## src/rtl/stack_exerciser_pkg.sv

```systemverilog
// rtl/stack_exerciser_pkg.sv - shared states, constants and helpers for the stack self-test initiator
package stack_exerciser_pkg;

    typedef enum logic [3:0] {
        IDLE,
        PUSH,
        PUSH_WAIT,
        OVF,
        PEEK,
        POP,
        POP_WAIT,
        UNF,
        DONE
    } state_t;

    localparam logic [8:0] OVF_IDX  = 9'h100;
    localparam logic [8:0] UNF_IDX  = 9'h101;
    localparam logic [8:0] NO_FAIL  = 9'h1FF;
    localparam logic [7:0] OVF_DATA = 8'hA5;

    // Failure counter increment that sticks at 255 instead of wrapping.
    function automatic logic [7:0] sat_inc(input logic [7:0] v);
        return (v == 8'hFF) ? v : v + 8'd1;
    endfunction

endpackage

```

## src/rtl/stack_exerciser_settle_timer.sv

```systemverilog
// rtl/stack_exerciser_settle_timer.sv - loadable down-counter pacing the stack settle windows
module settle_timer #(
    parameter int W = 5
) (
    input  logic         clk,
    input  logic         reset,
    input  logic         load,
    input  logic [W-1:0] load_val,
    output logic         expired
);

    logic [W-1:0] count_q;
    logic [W-1:0] count_d;

    // Load wins; otherwise count down and rest at zero.
    always_comb begin
        count_d = count_q;
        if (load) begin
            count_d = load_val;
        end else if (count_q != '0) begin
            count_d = count_q - W'(1);
        end
    end

    // Counter register.
    always_ff @(posedge clk or posedge reset) begin
        if (reset) begin
            count_q <= '0;
        end else begin
            count_q <= count_d;
        end
    end

    assign expired = (count_q == '0);

endmodule

```

## src/rtl/stack_exerciser.sv

```systemverilog
// rtl/stack_exerciser.sv - push/pop self-test initiator for the LIFO stack
module stack_exerciser
    import stack_exerciser_pkg::*;
#(
    parameter int DEPTH     = 32,
    parameter int SETTLE    = 1,
    parameter int CHECK_ERR = 1
) (
    input  logic       clk,
    input  logic       reset,
    input  logic       start,
    input  logic [7:0] seed,
    output logic       stk_push,
    output logic       stk_pop,
    output logic [7:0] stk_data,
    input  logic [7:0] stk_q,
    input  logic       stk_error,
    output logic       busy,
    output logic       done,
    output logic       pass,
    output logic [7:0] err_count,
    output logic [8:0] first_fail
);

    localparam int IW = $clog2(DEPTH) + 1;
    localparam int TW = 5;
    localparam logic [IW-1:0] LAST_IDX = IW'(DEPTH - 1);
    // Push wait spends SETTLE idle cycles plus the sampling cycle. Pop wait
    // spends only SETTLE cycles because the following PEEK does the sampling.
    // Probes keep one extra guard cycle before looking at the error flag.
    localparam logic [TW-1:0] PUSH_WAIT_V = TW'(SETTLE);
    localparam logic [TW-1:0] POP_WAIT_V  = TW'(SETTLE - 1);
    localparam logic [TW-1:0] PROBE_V     = TW'(SETTLE + 1);

    state_t        state_q, state_d;
    logic [7:0]    seed_q, seed_d;
    logic [IW-1:0] idx_q, idx_d;
    logic          probe_wait_q, probe_wait_d;
    logic          busy_q, busy_d;
    logic          done_q, done_d;
    logic          pass_q, pass_d;
    logic [7:0]    err_count_q, err_count_d;
    logic [8:0]    first_fail_q, first_fail_d;

    logic          tmr_load;
    logic [TW-1:0] tmr_val;
    logic          tmr_expired;
    logic          fail;
    logic [8:0]    fail_idx;
    logic [7:0]    pattern;
    logic [7:0]    exp_peek;

    settle_timer #(.W(TW)) u_settle (
        .clk      (clk),
        .reset    (reset),
        .load     (tmr_load),
        .load_val (tmr_val),
        .expired  (tmr_expired)
    );

    assign pattern  = seed_q + 8'(idx_q);
    assign exp_peek = seed_q + 8'(DEPTH - 1) - 8'(idx_q);

    // Next-state, stack strobes and failure recording.
    always_comb begin
        state_d      = state_q;
        seed_d       = seed_q;
        idx_d        = idx_q;
        probe_wait_d = probe_wait_q;
        busy_d       = busy_q;
        done_d       = done_q;
        pass_d       = pass_q;
        err_count_d  = err_count_q;
        first_fail_d = first_fail_q;
        stk_push     = 1'b0;
        stk_pop      = 1'b0;
        stk_data     = 8'h00;
        tmr_load     = 1'b0;
        tmr_val      = '0;
        fail         = 1'b0;
        fail_idx     = NO_FAIL;

        case (state_q)
            IDLE: begin
                if (start) begin
                    seed_d       = seed;
                    err_count_d  = 8'h00;
                    first_fail_d = NO_FAIL;
                    idx_d        = '0;
                    done_d       = 1'b0;
                    pass_d       = 1'b0;
                    busy_d       = 1'b1;
                    state_d      = PUSH;
                end
            end
            PUSH: begin
                stk_push = 1'b1;
                stk_data = pattern;
                tmr_load = 1'b1;
                tmr_val  = PUSH_WAIT_V;
                state_d  = PUSH_WAIT;
            end
            PUSH_WAIT: begin
                if (tmr_expired) begin
                    if (stk_error) begin
                        fail     = 1'b1;
                        fail_idx = 9'(idx_q);
                    end
                    if (idx_q == LAST_IDX) begin
                        idx_d   = '0;
                        state_d = (CHECK_ERR != 0) ? OVF : PEEK;
                    end else begin
                        idx_d   = idx_q + IW'(1);
                        state_d = PUSH;
                    end
                end
            end
            OVF: begin
                if (!probe_wait_q) begin
                    stk_push     = 1'b1;
                    stk_data     = OVF_DATA;
                    tmr_load     = 1'b1;
                    tmr_val      = PROBE_V;
                    probe_wait_d = 1'b1;
                end else if (tmr_expired) begin
                    if (!stk_error) begin
                        fail     = 1'b1;
                        fail_idx = OVF_IDX;
                    end
                    probe_wait_d = 1'b0;
                    state_d      = PEEK;
                end
            end
            PEEK: begin
                if (stk_q != exp_peek) begin
                    fail     = 1'b1;
                    fail_idx = 9'(idx_q);
                end
                state_d = POP;
            end
            POP: begin
                stk_pop  = 1'b1;
                tmr_load = 1'b1;
                tmr_val  = POP_WAIT_V;
                state_d  = POP_WAIT;
            end
            POP_WAIT: begin
                if (tmr_expired) begin
                    if (idx_q == LAST_IDX) begin
                        state_d = (CHECK_ERR != 0) ? UNF : DONE;
                    end else begin
                        idx_d   = idx_q + IW'(1);
                        state_d = PEEK;
                    end
                end
            end
            UNF: begin
                if (!probe_wait_q) begin
                    stk_pop      = 1'b1;
                    tmr_load     = 1'b1;
                    tmr_val      = PROBE_V;
                    probe_wait_d = 1'b1;
                end else if (tmr_expired) begin
                    if (!stk_error) begin
                        fail     = 1'b1;
                        fail_idx = UNF_IDX;
                    end
                    probe_wait_d = 1'b0;
                    state_d      = DONE;
                end
            end
            DONE: begin
                busy_d  = 1'b0;
                done_d  = 1'b1;
                pass_d  = (err_count_q == 8'h00);
                state_d = IDLE;
            end
            default: begin
                state_d = IDLE;
            end
        endcase

        if (fail) begin
            err_count_d = sat_inc(err_count_q);
            if (first_fail_q == NO_FAIL) begin
                first_fail_d = fail_idx;
            end
        end
    end

    // State and result registers; reset aborts any run in progress.
    always_ff @(posedge clk or posedge reset) begin
        if (reset) begin
            state_q      <= IDLE;
            seed_q       <= 8'h00;
            idx_q        <= '0;
            probe_wait_q <= 1'b0;
            busy_q       <= 1'b0;
            done_q       <= 1'b0;
            pass_q       <= 1'b0;
            err_count_q  <= 8'h00;
            first_fail_q <= NO_FAIL;
        end else begin
            state_q      <= state_d;
            seed_q       <= seed_d;
            idx_q        <= idx_d;
            probe_wait_q <= probe_wait_d;
            busy_q       <= busy_d;
            done_q       <= done_d;
            pass_q       <= pass_d;
            err_count_q  <= err_count_d;
            first_fail_q <= first_fail_d;
        end
    end

    assign busy       = busy_q;
    assign done       = done_q;
    assign pass       = pass_q;
    assign err_count  = err_count_q;
    assign first_fail = first_fail_q;

endmodule

```

## config.mk

```make
export PLATFORM = sky130hd
export DESIGN_NAME = stack_exerciser
export DESIGN_NICKNAME = d
export VERILOG_FILES = /design/src/rtl/stack_exerciser_pkg.sv /design/src/rtl/stack_exerciser_settle_timer.sv /design/src/rtl/stack_exerciser.sv
export SDC_FILE = /design/constraint.sdc
export NUM_CORES = 1
export LEC_CHECK = 0
export CAP_MARGIN = 0
export CORE_AREA = 2 2 114 116
export CTS_CLUSTER_DIAMETER = 200
export DETAILED_ROUTE_END_ITERATION = 16
export DIE_AREA = 0 0 116 118
export PLACE_DENSITY = 0.47
export SLEW_MARGIN = 20
export SYNTH_ARGS = -nofsm -noshare
export SYNTH_HDL_FRONTEND = slang
export SYNTH_HIERARCHICAL = 1
export SYNTH_SLANG_ARGS = --single-unit
```

## constraint.sdc

```tcl
create_clock -name clk -period 3.9 [get_ports clk]
set_input_delay 1.17 -clock clk [delete_from_list [all_inputs] [get_ports clk]]
set_output_delay 1.17 -clock clk [all_outputs]
set_load 0.005 [all_outputs]
```

==> run summary <==
### Final layout
- n_diodes: 0
- share of layout cells above drive strength 1: 0.130
- number of nets in the layout: 451
- Layout Area Growth over Synthesis: 31.5%

### STA
- Slew headroom: 0.502
- Tightest Pin Transition: 0.747 ns
- Total Neg Setup Slack: 0 ns
- final hold violations: 0
- final slew viol count: 0
- timing-limited maximum frequency: 267 MHz
- unrepaired setup endpoints after global routing: false
- final critical delay including setup and external delays: 3.75 ns
- Worst Skew: 0.00745 ns
- Final setup viols: 0
- period utilisation layout: 0.962
- minimum hold slack: 0.496 ns

### Power and ir drop
- leakage power: 1.72 nW
- Psw: 1.18 mW
- fraction of power consumed by the clock network: 0.161
- Reg power frac: 0.282
- power density over the cells: 743 nW/um^2
- combinational power share: 0.557
- worst vdd ir: 0.275 mV
- total internal power: 1.79 mW
- sw frac: 0.396

### Floorplan
- Cell Rows: 41
- number of top-level pins: 50
- chip height: 118 microns
- effective utilization at floorplan: 0.244
- core outline area: 12,400 sq um
- floorplan die width: 116 microns
- floorplan die area: 13,700 sq um

### Drt
- ratio of routed vias to standard cells: 4.41
- length of the first detailed-routing pass in iterations: 4
- routed length on met3: 255 microns
- average wire length per cell after detail routing: 13.4 microns
- count of vias placed by the detailed router: 2,561
- routed wire length on met2: 3550 microns
- DRC violation count after routing: 0
- routed metal-1 wirelength: 3900 microns
- highest metal used: met4
- initial detailed-routing violation count: 141
- antenna-violating nets left: 0
- total wire length: 7770 microns

### Critical path
- Data arrival, critical path: 2.58 ns
- CP Cell Sequence: ha_1 -> nor2b_1 -> o21ai_1 -> a21oi_1 -> o21bai_1 -> a21oi_1 -> o21ai_1 -> xor2_1 -> o21ai_0 -> clkdlybuf4s50_1
- critical path data required time: 2.73 ns
- category of the most critical setup path: register to output pin
- Crit path largest cell delay: 0.52 ns
- critical path capture point type: output pin
- nature of the critical path startpoint: register
- Max FO, Critical Path: 4
- Critical Path Slowest Stage Cell: sky130_fd_sc_hd__clkdlybuf4s50_1

### Placed design
- final RePlAce weighted congestion: 0.798
- post-DP HPWL: 5800 microns
- Buffers on Ports: 49

### Run
- maximum capacitance violations: 0

### Synthesis
- async set-reset flop share out of synthesis: 1.00
- dominant cell by count in the synthesized netlist: sky130_fd_sc_hd__nand2_1
- top post-synthesis cells by area: sky130_fd_sc_hd__dfrtp_1 (29%), sky130_fd_sc_hd__ha_1 (8.7%), sky130_fd_sc_hd__dfstp_2 (7.8%), sky130_fd_sc_hd__nand2_1 (6.2%), sky130_fd_sc_hd__xnor2_1 (5.5%)
- flop and latch count out of synthesis: 44
- synth warn: 6
- mean post-synth cell area: 8.79 sq um
- leading post-synthesis cells by instance count: sky130_fd_sc_hd__nand2_1 (50), sky130_fd_sc_hd__dfrtp_1 (35), sky130_fd_sc_hd__nor2_1 (34), sky130_fd_sc_hd__ha_1 (21), sky130_fd_sc_hd__inv_1 (21)
- mapped cell area: 3030 sq um
- share of Yosys cell area claimed by the top area cell type: 0.289
- sequential-to-total area share from yosys stat: 0.367
- Post-synth top flop: sky130_fd_sc_hd__dfrtp_1
- Distinct cells, synth: 56
- cell taking the most area after synthesis: sky130_fd_sc_hd__dfrtp_1
- EDFF count, synth: 0
- number of instances in the synthesized netlist: 345

### GRT
- number of antenna violations at the first check in global routing: 0
- total global routing overflow: 0
- number of global-route vias before repair: 2,540
- first-pass GRT wire length: 12,700 microns
- overall routing resource usage: 0.116
- pin count of the biggest net entering global routing: 40

### Status
- result of the run: finished, final reports clean

### Clocking
- buffer type at the clock tree root: sky130_fd_sc_hd__clkbuf_16
- CTS tree: done
- clock tree sinks: 44
- clk slew on worst S/H paths: 0.06 ns
- Inserted Clock Buffers: 5
- buffer levels on the longest clock path: 2
- Clock Latency Late Sink: 0.29 ns
- level count of the clock H-tree: 2

### Worst hold path
- min-delay worst type: register to register

==> path summary, 6_finish.rpt <==
| check | endpoint | from | slack, ns | depth (start not counted) |
|---|---|---|---|---|
| max | stk_data[7] | seed_q[1] | 0.15 | 10 |
| min | busy | busy | 0.50 | 1 |
| max reg2reg | err_count[2] | seed_q[1] | 0.60 | 12 |
| min reg2reg | busy | busy | 0.50 | 1 |
| max in group asynchronous | idx_q[1] | reset | 2.14 | 3 |
| min in group asynchronous | u_settle/count_q[3] | reset | 1.14 | 2 |
==> worst max-delay path: cells and delay by family, from the launching register on <==
family	cells	cell delay (ns)
adder cells (fa/ha/maj)	1	0.32
AO/OA/AOI/OAI	6	0.73
buffers and inverters	1	0.52
AND/OR/NAND/NOR	1	0.13
XOR/XNOR	1	0.14
flip-flops	1	0.45
==> metal layers <==
metal | up-vias | global-route usage
li1 | 1304 | -
met1 | 1208 | 0.168
met2 | 44 | 0.177
met3 | 5 | 0.0211
met5 | - | 0
met4 | 0 | 0.0290
==> cells in the final DEF, fill, tap and decap left out, types with 16 or more instances in the layout <==
cell type                         count
sky130_fd_sc_hd__inv_1               21
sky130_fd_sc_hd__clkdlybuf4s50_1     49
sky130_fd_sc_hd__nand2_1             50
sky130_fd_sc_hd__dfrtp_1             31
sky130_fd_sc_hd__buf_4               16
sky130_fd_sc_hd__xnor2_1             19
sky130_fd_sc_hd__o21ai_0             17
sky130_fd_sc_hd__a21oi_1             17
sky130_fd_sc_hd__ha_1                20
sky130_fd_sc_hd__nor2_1              33
==> area by class of cell <==
| cell class | instances | area, sq um |
|---|---|---|
| repair buffers | 65 | 611 |
| clock inverters | 2 | 35.0 |
| fillers | 1358 | 8420 |
| flip-flops and latches | 44 | 1120 |
| well taps | 172 | 215 |
| multi-input cells | 271 | 1800 |
| clock buffers | 6 | 129 |
| inverters | 21 | 78.8 |
==> logic make-up after synthesis <==
group / after synthesis / synth area share
flip-flops: 44 / 0.367
other: 1 / 0.00124
AO/OA/AOI/OAI: 71 / 0.156
AND/OR/NAND/NOR: 147 / 0.249
multiplexers: 3 / 0.0120
adder cells (fa/ha/maj): 23 / 0.0998
XOR/XNOR: 24 / 0.0718
buffers and inverters: 32 / 0.0437
==> power groups by stage <==
| stage | clock, mW | combinational (mW) | sequential [mW] |
|---|---|---|---|
| after floorplan | 0 | 1.15 | 0.805 |
| after global placement | 0 | 1.59 | 0.847 |
| after detailed placement | 0 | 1.60 | 0.850 |
| after CTS | 0.492 | 1.61 | 0.849 |
| after global routing | 0.514 | 1.84 | 0.867 |
| final | 0.477 | 1.65 | 0.836 |
==> flip-flops by register name, indices dropped and copies added, names as in the netlist, 4 cells and up <==
register          flops
err_count             8
first_fail            9
idx_q                 6
seed_q                8
state_q               4
u_settle/count_q      5
==> timing repair <==
item                       in CTS  in global routing
setup buffers                   0                  7
pin swaps                       0                  3
setup endpoints to repair       2                  3
gates cloned                    0                  0
gates resized for setup         2                  7
hold buffers                    0                  0
==> through the flow <==
stage	std cells	power (mW)	utilization	worst slack, ns	area [sq um]
6_report	581	2.97	0.321	0.148	3990
5_1_grt	581	3.22	0.321	0.00315	3990
3_3_place_gp	566	2.44	0.303	0.325	3760
3_5_place_dp	566	2.45	0.303	0.282	3760
2_1_floorplan	347	1.95	-	0.858	3040
4_1_cts	574	2.95	0.316	0.0160	3930
Note: power is estimated with default switching activity, not from simulation.
